==> config.mk <==
export PLATFORM = sky130hd
export DESIGN_NAME = hazard_unit
export DESIGN_NICKNAME = d
export VERILOG_FILES = /design/src/rtl/mips_defines.sv /design/src/rtl/forward_unit.sv /design/src/rtl/hazard_unit.sv
export SDC_FILE = /design/constraint.sdc
export NUM_CORES = 1
export LEC_CHECK = 0
export ABC_AREA = 1
export CORE_MARGIN = 4
export CORE_UTILIZATION = 37
export DETAILED_ROUTE_END_ITERATION = 10
export HOLD_SLACK_MARGIN = 0.03
export PLACE_DENSITY = 0.86
export SYNTH_ARGS = -nofsm -noshare
export SYNTH_HDL_FRONTEND = slang
export SYNTH_SLANG_ARGS = --single-unit
==> constraint.sdc <==
create_clock -name clk -period 3.4 [get_ports clk]
set_input_delay 1.02 -clock clk [delete_from_list [all_inputs] [get_ports clk]]
set_output_delay 1.02 -clock clk [all_outputs]
set_load 0.02 [all_outputs]
==> src/rtl/mips_defines.sv <==
// Shared pipeline-control constants: hazard FSM encoding, forwarding selects,
// and the register-match rule used by forwarding and hazard detection.
package mips_defines;

  localparam logic [1:0] IDLE     = 2'd0;
  localparam logic [1:0] MEM_WAIT = 2'd1;
  localparam logic [1:0] DIV_WAIT = 2'd2;

  localparam logic [1:0] FWD_REG = 2'b00;
  localparam logic [1:0] FWD_W   = 2'b01;
  localparam logic [1:0] FWD_M   = 2'b10;

  // $zero is hardwired, so it never counts as a dependency
  function automatic logic reg_match(input logic [4:0] a, input logic [4:0] b);
    return (a != '0) && (a == b);
  endfunction

endpackage

==> src/rtl/forward_unit.sv <==
// Combinational bypass selection for the D-stage comparator and E-stage ALU.
module forward_unit
  import mips_defines::*;
(
  input  logic [4:0] rsD,
  input  logic [4:0] rtD,
  input  logic [4:0] rsE,
  input  logic [4:0] rtE,
  input  logic [4:0] writeregM,
  input  logic [4:0] writeregW,
  input  logic       regwriteM,
  input  logic       regwriteW,
  output logic       forwardaD,
  output logic       forwardbD,
  output logic [1:0] forwardaE,
  output logic [1:0] forwardbE
);

  // Youngest producer wins: M result takes precedence over W result
  always_comb begin
    forwardaD = regwriteM && reg_match(writeregM, rsD);
    forwardbD = regwriteM && reg_match(writeregM, rtD);

    forwardaE = FWD_REG;
    if (regwriteM && reg_match(writeregM, rsE))      forwardaE = FWD_M;
    else if (regwriteW && reg_match(writeregW, rsE)) forwardaE = FWD_W;

    forwardbE = FWD_REG;
    if (regwriteM && reg_match(writeregM, rtE))      forwardbE = FWD_M;
    else if (regwriteW && reg_match(writeregW, rtE)) forwardbE = FWD_W;
  end

endmodule

==> src/rtl/hazard_unit.sv <==
// Pipeline hazard control: forwarding, load-use/branch interlocks, and a
// small FSM sequencing multi-cycle data-memory and divider operations.
module hazard_unit
  import mips_defines::*;
(
  input  logic       clk,
  input  logic       rst,
  input  logic [4:0] rsD,
  input  logic [4:0] rtD,
  input  logic [4:0] rsE,
  input  logic [4:0] rtE,
  input  logic [4:0] writeregE,
  input  logic [4:0] writeregM,
  input  logic [4:0] writeregW,
  input  logic       regwriteE,
  input  logic       regwriteM,
  input  logic       regwriteW,
  input  logic       memtoregE,
  input  logic       memtoregM,
  input  logic       branchD,
  input  logic       jrD,
  input  logic       div_startE,
  input  logic       div_readyE,
  input  logic       memenM,
  input  logic       mem_ackM,
  output logic       stallF,
  output logic       stallD,
  output logic       stallE,
  output logic       stallM,
  output logic       stallW,
  output logic       flushD,
  output logic       flushE,
  output logic       flushM,
  output logic       flushW,
  output logic       forwardaD,
  output logic       forwardbD,
  output logic [1:0] forwardaE,
  output logic [1:0] forwardbE,
  output logic       div_go,
  output logic       mem_reqM
);

  logic [1:0] state_q, state_d;
  logic       fwd_a_d, fwd_b_d;
  logic [1:0] fwd_a_e, fwd_b_e;
  logic       lwstall, brstall, memstall, divstall;
  logic       src_hit_e, src_hit_m;

  forward_unit u_forward_unit (
    .rsD       (rsD),
    .rtD       (rtD),
    .rsE       (rsE),
    .rtE       (rtE),
    .writeregM (writeregM),
    .writeregW (writeregW),
    .regwriteM (regwriteM),
    .regwriteW (regwriteW),
    .forwardaD (fwd_a_d),
    .forwardbD (fwd_b_d),
    .forwardaE (fwd_a_e),
    .forwardbE (fwd_b_e)
  );

  // Single-cycle interlocks on D-stage source operands
  always_comb begin
    src_hit_e = reg_match(writeregE, rsD) || reg_match(writeregE, rtD);
    src_hit_m = reg_match(writeregM, rsD) || reg_match(writeregM, rtD);
    lwstall   = memtoregE && src_hit_e;
    brstall   = (branchD || jrD) &&
                ((regwriteE && src_hit_e) || (memtoregM && src_hit_m));
  end

  // Multi-cycle stall sources and next-state; memory beats the divider
  always_comb begin
    memstall = ((state_q == IDLE) && memenM) ||
               ((state_q == MEM_WAIT) && !mem_ackM);
    divstall = (((state_q == IDLE) && div_startE && !memenM) ||
                ((state_q == DIV_WAIT) && !div_readyE)) && !memstall;
    state_d  = state_q;
    case (state_q)
      IDLE: begin
        if (memenM)          state_d = MEM_WAIT;
        else if (div_startE) state_d = DIV_WAIT;
      end
      MEM_WAIT: if (mem_ackM)   state_d = IDLE;
      DIV_WAIT: if (div_readyE) state_d = IDLE;
      default:                  state_d = IDLE;
    endcase
  end

  // State register; reset abandons any outstanding wait
  always_ff @(posedge clk or posedge rst) begin
    if (rst) state_q <= IDLE;
    else     state_q <= state_d;
  end

  // Merge stall/flush sources and apply the reset-time output overrides
  always_comb begin
    stallF    = 1'b0;
    stallD    = 1'b0;
    stallE    = 1'b0;
    stallM    = 1'b0;
    stallW    = 1'b0;
    flushD    = 1'b1;
    flushE    = 1'b1;
    flushM    = 1'b1;
    flushW    = 1'b1;
    forwardaD = 1'b0;
    forwardbD = 1'b0;
    forwardaE = FWD_REG;
    forwardbE = FWD_REG;
    div_go    = 1'b0;
    mem_reqM  = 1'b0;
    if (!rst) begin
      stallF    = memstall || divstall || lwstall || brstall;
      stallD    = stallF;
      stallE    = memstall || divstall;
      stallM    = memstall;
      flushD    = 1'b0;
      // E is held, not bubbled, while a multi-cycle op is outstanding
      flushE    = (lwstall || brstall) && !memstall && !divstall;
      flushM    = divstall;
      flushW    = memstall;
      forwardaD = fwd_a_d;
      forwardbD = fwd_b_d;
      forwardaE = fwd_a_e;
      forwardbE = fwd_b_e;
      mem_reqM  = (state_q == IDLE) && memenM;
      div_go    = (state_q == IDLE) && !memenM && div_startE;
    end
  end

endmodule
==> run_results.csv <==
group,metric,value,unit
routing,first_iter_violations,28,
synth,synth_seq_cells,2,
synth,synthAdderAreaFrac,0,%
worst_setup_path,start_kind,"primary input",
die,die-area,3225,um2
synth,synth_compound_area_share,8.807,%
timing,finalSetupViolCount,0,
global_route,grt_start_max_net_pins,10,
worst_setup_path,worstPathRequired,2.38,ns
placement,place_congestion,0.8008,
worst_setup_path,cp_num_buf_inv,3,
power,leakage,1.078,nW
synth,synth.net_count,214,
worst_setup_path,cpMaxStageDelayCell,"clkdlybuf4s50_1",
placement,port_buffers,63,
clock_tree,cts_tree,"built",
clock_tree,worst_skew_pair.late_latency,0.22,ns
die,die_w,56.79,um
synth,synthCells,166,
worst_setup_path,reg2reg_depth,2,
die,ios,65,
synth,synth_mux_area_share,0,%
routing,wl_per_cell,11.54,um
placement,dp.cells,266,
min_path,hold_class,"reg -> reg",
finish,top_register,"state_q",
worst_setup_path,cp_cell_sequence,"clkdlybuf4s50_1, inv_1, nand2_1, nand3_1, nor4_2, nand2_1, nor2_1, buf_4",
global_route,antenna_found_initial,0,
synth,synth_top_family_by_area,"simple AND/OR/NAND/NOR gates",
worst_setup_path,critPathCaptureType,"output port",
routing,postRouteAntennaNets,0,
timing,fin_crit_sh,98.16,%
finish,drive_gt1_share,22.73,%
timing,finalHoldViolCount,0,
finish,num_antenna_cells,0,
routing,viasPerCell,4.815,
worst_setup_path,path_class,"in -> out",
synth,yosysSeqAreaShare,5.682,%
placement,dp_worst_setup_slack,-0.5583,ns
worst_setup_path,cp_common_cell,"nand2_1",
synth,synth_xor_area_share,18.89,%
global_route,overflow,0,
worst_setup_path,path_max_fanout,5,
synth,ys_types,30,
timing,fin_setup_tns,0,ns
timing,final.setup.worst_slack,0.06258,ns
clock_tree,clock_path_buffers,2,
min_path,whs_path_depth,2,
timing,finClkSkew,0.0006282,ns
routing,routed_wl,3.115,mm
routing,drc,0,
global_route,grt_pass1_vias,1169,
synth,syn_area,880.8,um2
worst_setup_path,r2r_slack,2.45,ns
die,start_util,39.44,%
placement,post_dp_cell_area,1613,um2
synth,synth-simple-area-share,50.71,%
finish,finalNonFillerCells,270,
clock_tree,cts_made_buffers,3,
worst_setup_path,crit_cells,8,
global_route,grt_pass1_wl,4.726,mm
die,core_area,2233,um2
synth,yosys_warnings,0,
worst_setup_path,slowest_delay,0.47,ns
clock_tree,cts_root_buf,"clkbuf_4",
placement,dp_hpwl,2.471,mm
finish,area_growth,93.18,%
timing,min_period,3.337,ns
finish,layout_commonest_cell,"nand2_1",
finish,largest_reg_flops,2,
timing,fmax,299.6,MHz
worst_setup_path,crit_family,"buffers and inverters",
power,vdd_drop_max,0.1910,mV
global_route,grt_usage,17.28,%
worst_setup_path,r2r-start,"state_q[1]$_DFFE_PP0P_",
die,die_h,56.79,um
power,power.density,194.7,nW/um2
worst_setup_path,crit-reg2reg-capture,"state_q[0]$_DFFE_PP0P_",
min_path,min_to,"state_q[0]$_DFFE_PP0P_",
synth,syn_avg_cell_area,5.306,um2
finish,final_cell_area,1702,um2
routing,vias,1300,
finish,top_regs,"state_q x2",
finish,nNetsFinal,292,
clock_tree,htreeDepth,1,
clock_tree,clock-sinks,2,
worst_setup_path,crit_arrival,2.32,ns
clock_tree,path_clk_slew,0.03,ns
timing,whs,0.6187,ns
die,rows,17,
outcome,status,"finished, final reports clean",
job,cap_viol_max_count,0,
finish,final_cell_mix,"nand2_1 (51), dlymetal6s2s_1 (25), inv_1 (19), clkdlybuf4s50_1 (18), buf_4 (17)",
timing,slew_viol_final,0,
min_path,hold_path_startpoint,"state_q[1]$_DFFE_PP0P_",
routing,dr.pass1.iters,4,
[timing repair]
| item | CTS | global route |
|---|---|---|
| endpoints found under the setup margin | 14 | 13 |
| pin swaps | 3 | 10 |
| setup buffers | 1 | 0 |
| resized for setup | 53 | 53 |
| hold buffers | 0 | 0 |
[cell families after synthesis]
group	Yosys count
xor+xnor	19
flops	2
simple gates	100
buf+inv	31
other cells	1
compound gates	13
[per-layer routing]
metal / vias to the layer above / wire, um / GRT usage [%]
li1: 668 / - / -
met3: 0 / 222 / 2.299
met5: - / 0 / 0
met2: 47 / 1581 / 29.87
met4: 0 / 0 / 2.980
met1: 585 / 1311 / 22.93
[worst reg2reg max path: stages (launching register included)]
cell     delay, ns
dfrtp_1       0.37
or3_1         0.37
nand2_1       0.13
[Yosys cell counts (all sizes together)]
cell type | n | area share (%)
buf | 5 | 4.4
xnor2 | 6 | 6.0
nor3 | 6 | 3.4
o21ai | 3 | 1.7
inv | 26 | 11
a21oi | 4 | 2.3
or2 | 2 | 1.4
o21a | 1 | 0.85
or3 | 1 | 0.71
nor2 | 20 | 8.8
o22ai | 3 | 2.1
nand4 | 2 | 1.4
conb | 1 | 0.43
dfrtp | 2 | 5.7
nand3 | 9 | 5.7
nand3b | 2 | 1.7
a211oi | 1 | 0.85
nor4 | 3 | 3.6
a221oi | 1 | 0.99
and2 | 2 | 1.4
nand2 | 53 | 23
xor2 | 13 | 13
[worst max path at each step]
stage	start	end	slack (ns)
3_3_place_gp	writeregM[2]	forwardbE[1]	-0.54
3_5_place_dp	writeregM[2]	stallF	-0.56
4_1_cts	rsD[0]	stallF	0.001
2_1_floorplan	writeregM[1]	stallF	0.32
6_report	writeregW[3]	forwardbE[0]	0.06
5_1_grt	writeregW[3]	forwardaE[0]	-0.05
[where the power goes]
part	switching [W]	internal, W
clock network	0.0000124	0.0000388
logic	0.000126	0.000121
registers	0.00000317	0.0000302
total	0.000141	0.000190
[area by class of cell]
class,count,area (um2)
Inverter,26,97.59
Fill cell,189,531.8
Tap cell,28,35.03
Clock buffer,3,22.52
Sequential cell,2,50.05
Multi-Input combinational cell,133,738.2
Timing Repair Buffer,78,758.2
[metrics by stage]
step	total power, W	utilization [%]
final	0.0003314	76.19
after CTS	0.0003272	72.10
after detailed placement	0.0002855	72.21
after global routing	0.0003630	76.19
after floorplan	0.0001553	-
after global placement	0.0002827	72.21
Note: power is estimated with default switching activity, not from simulation.
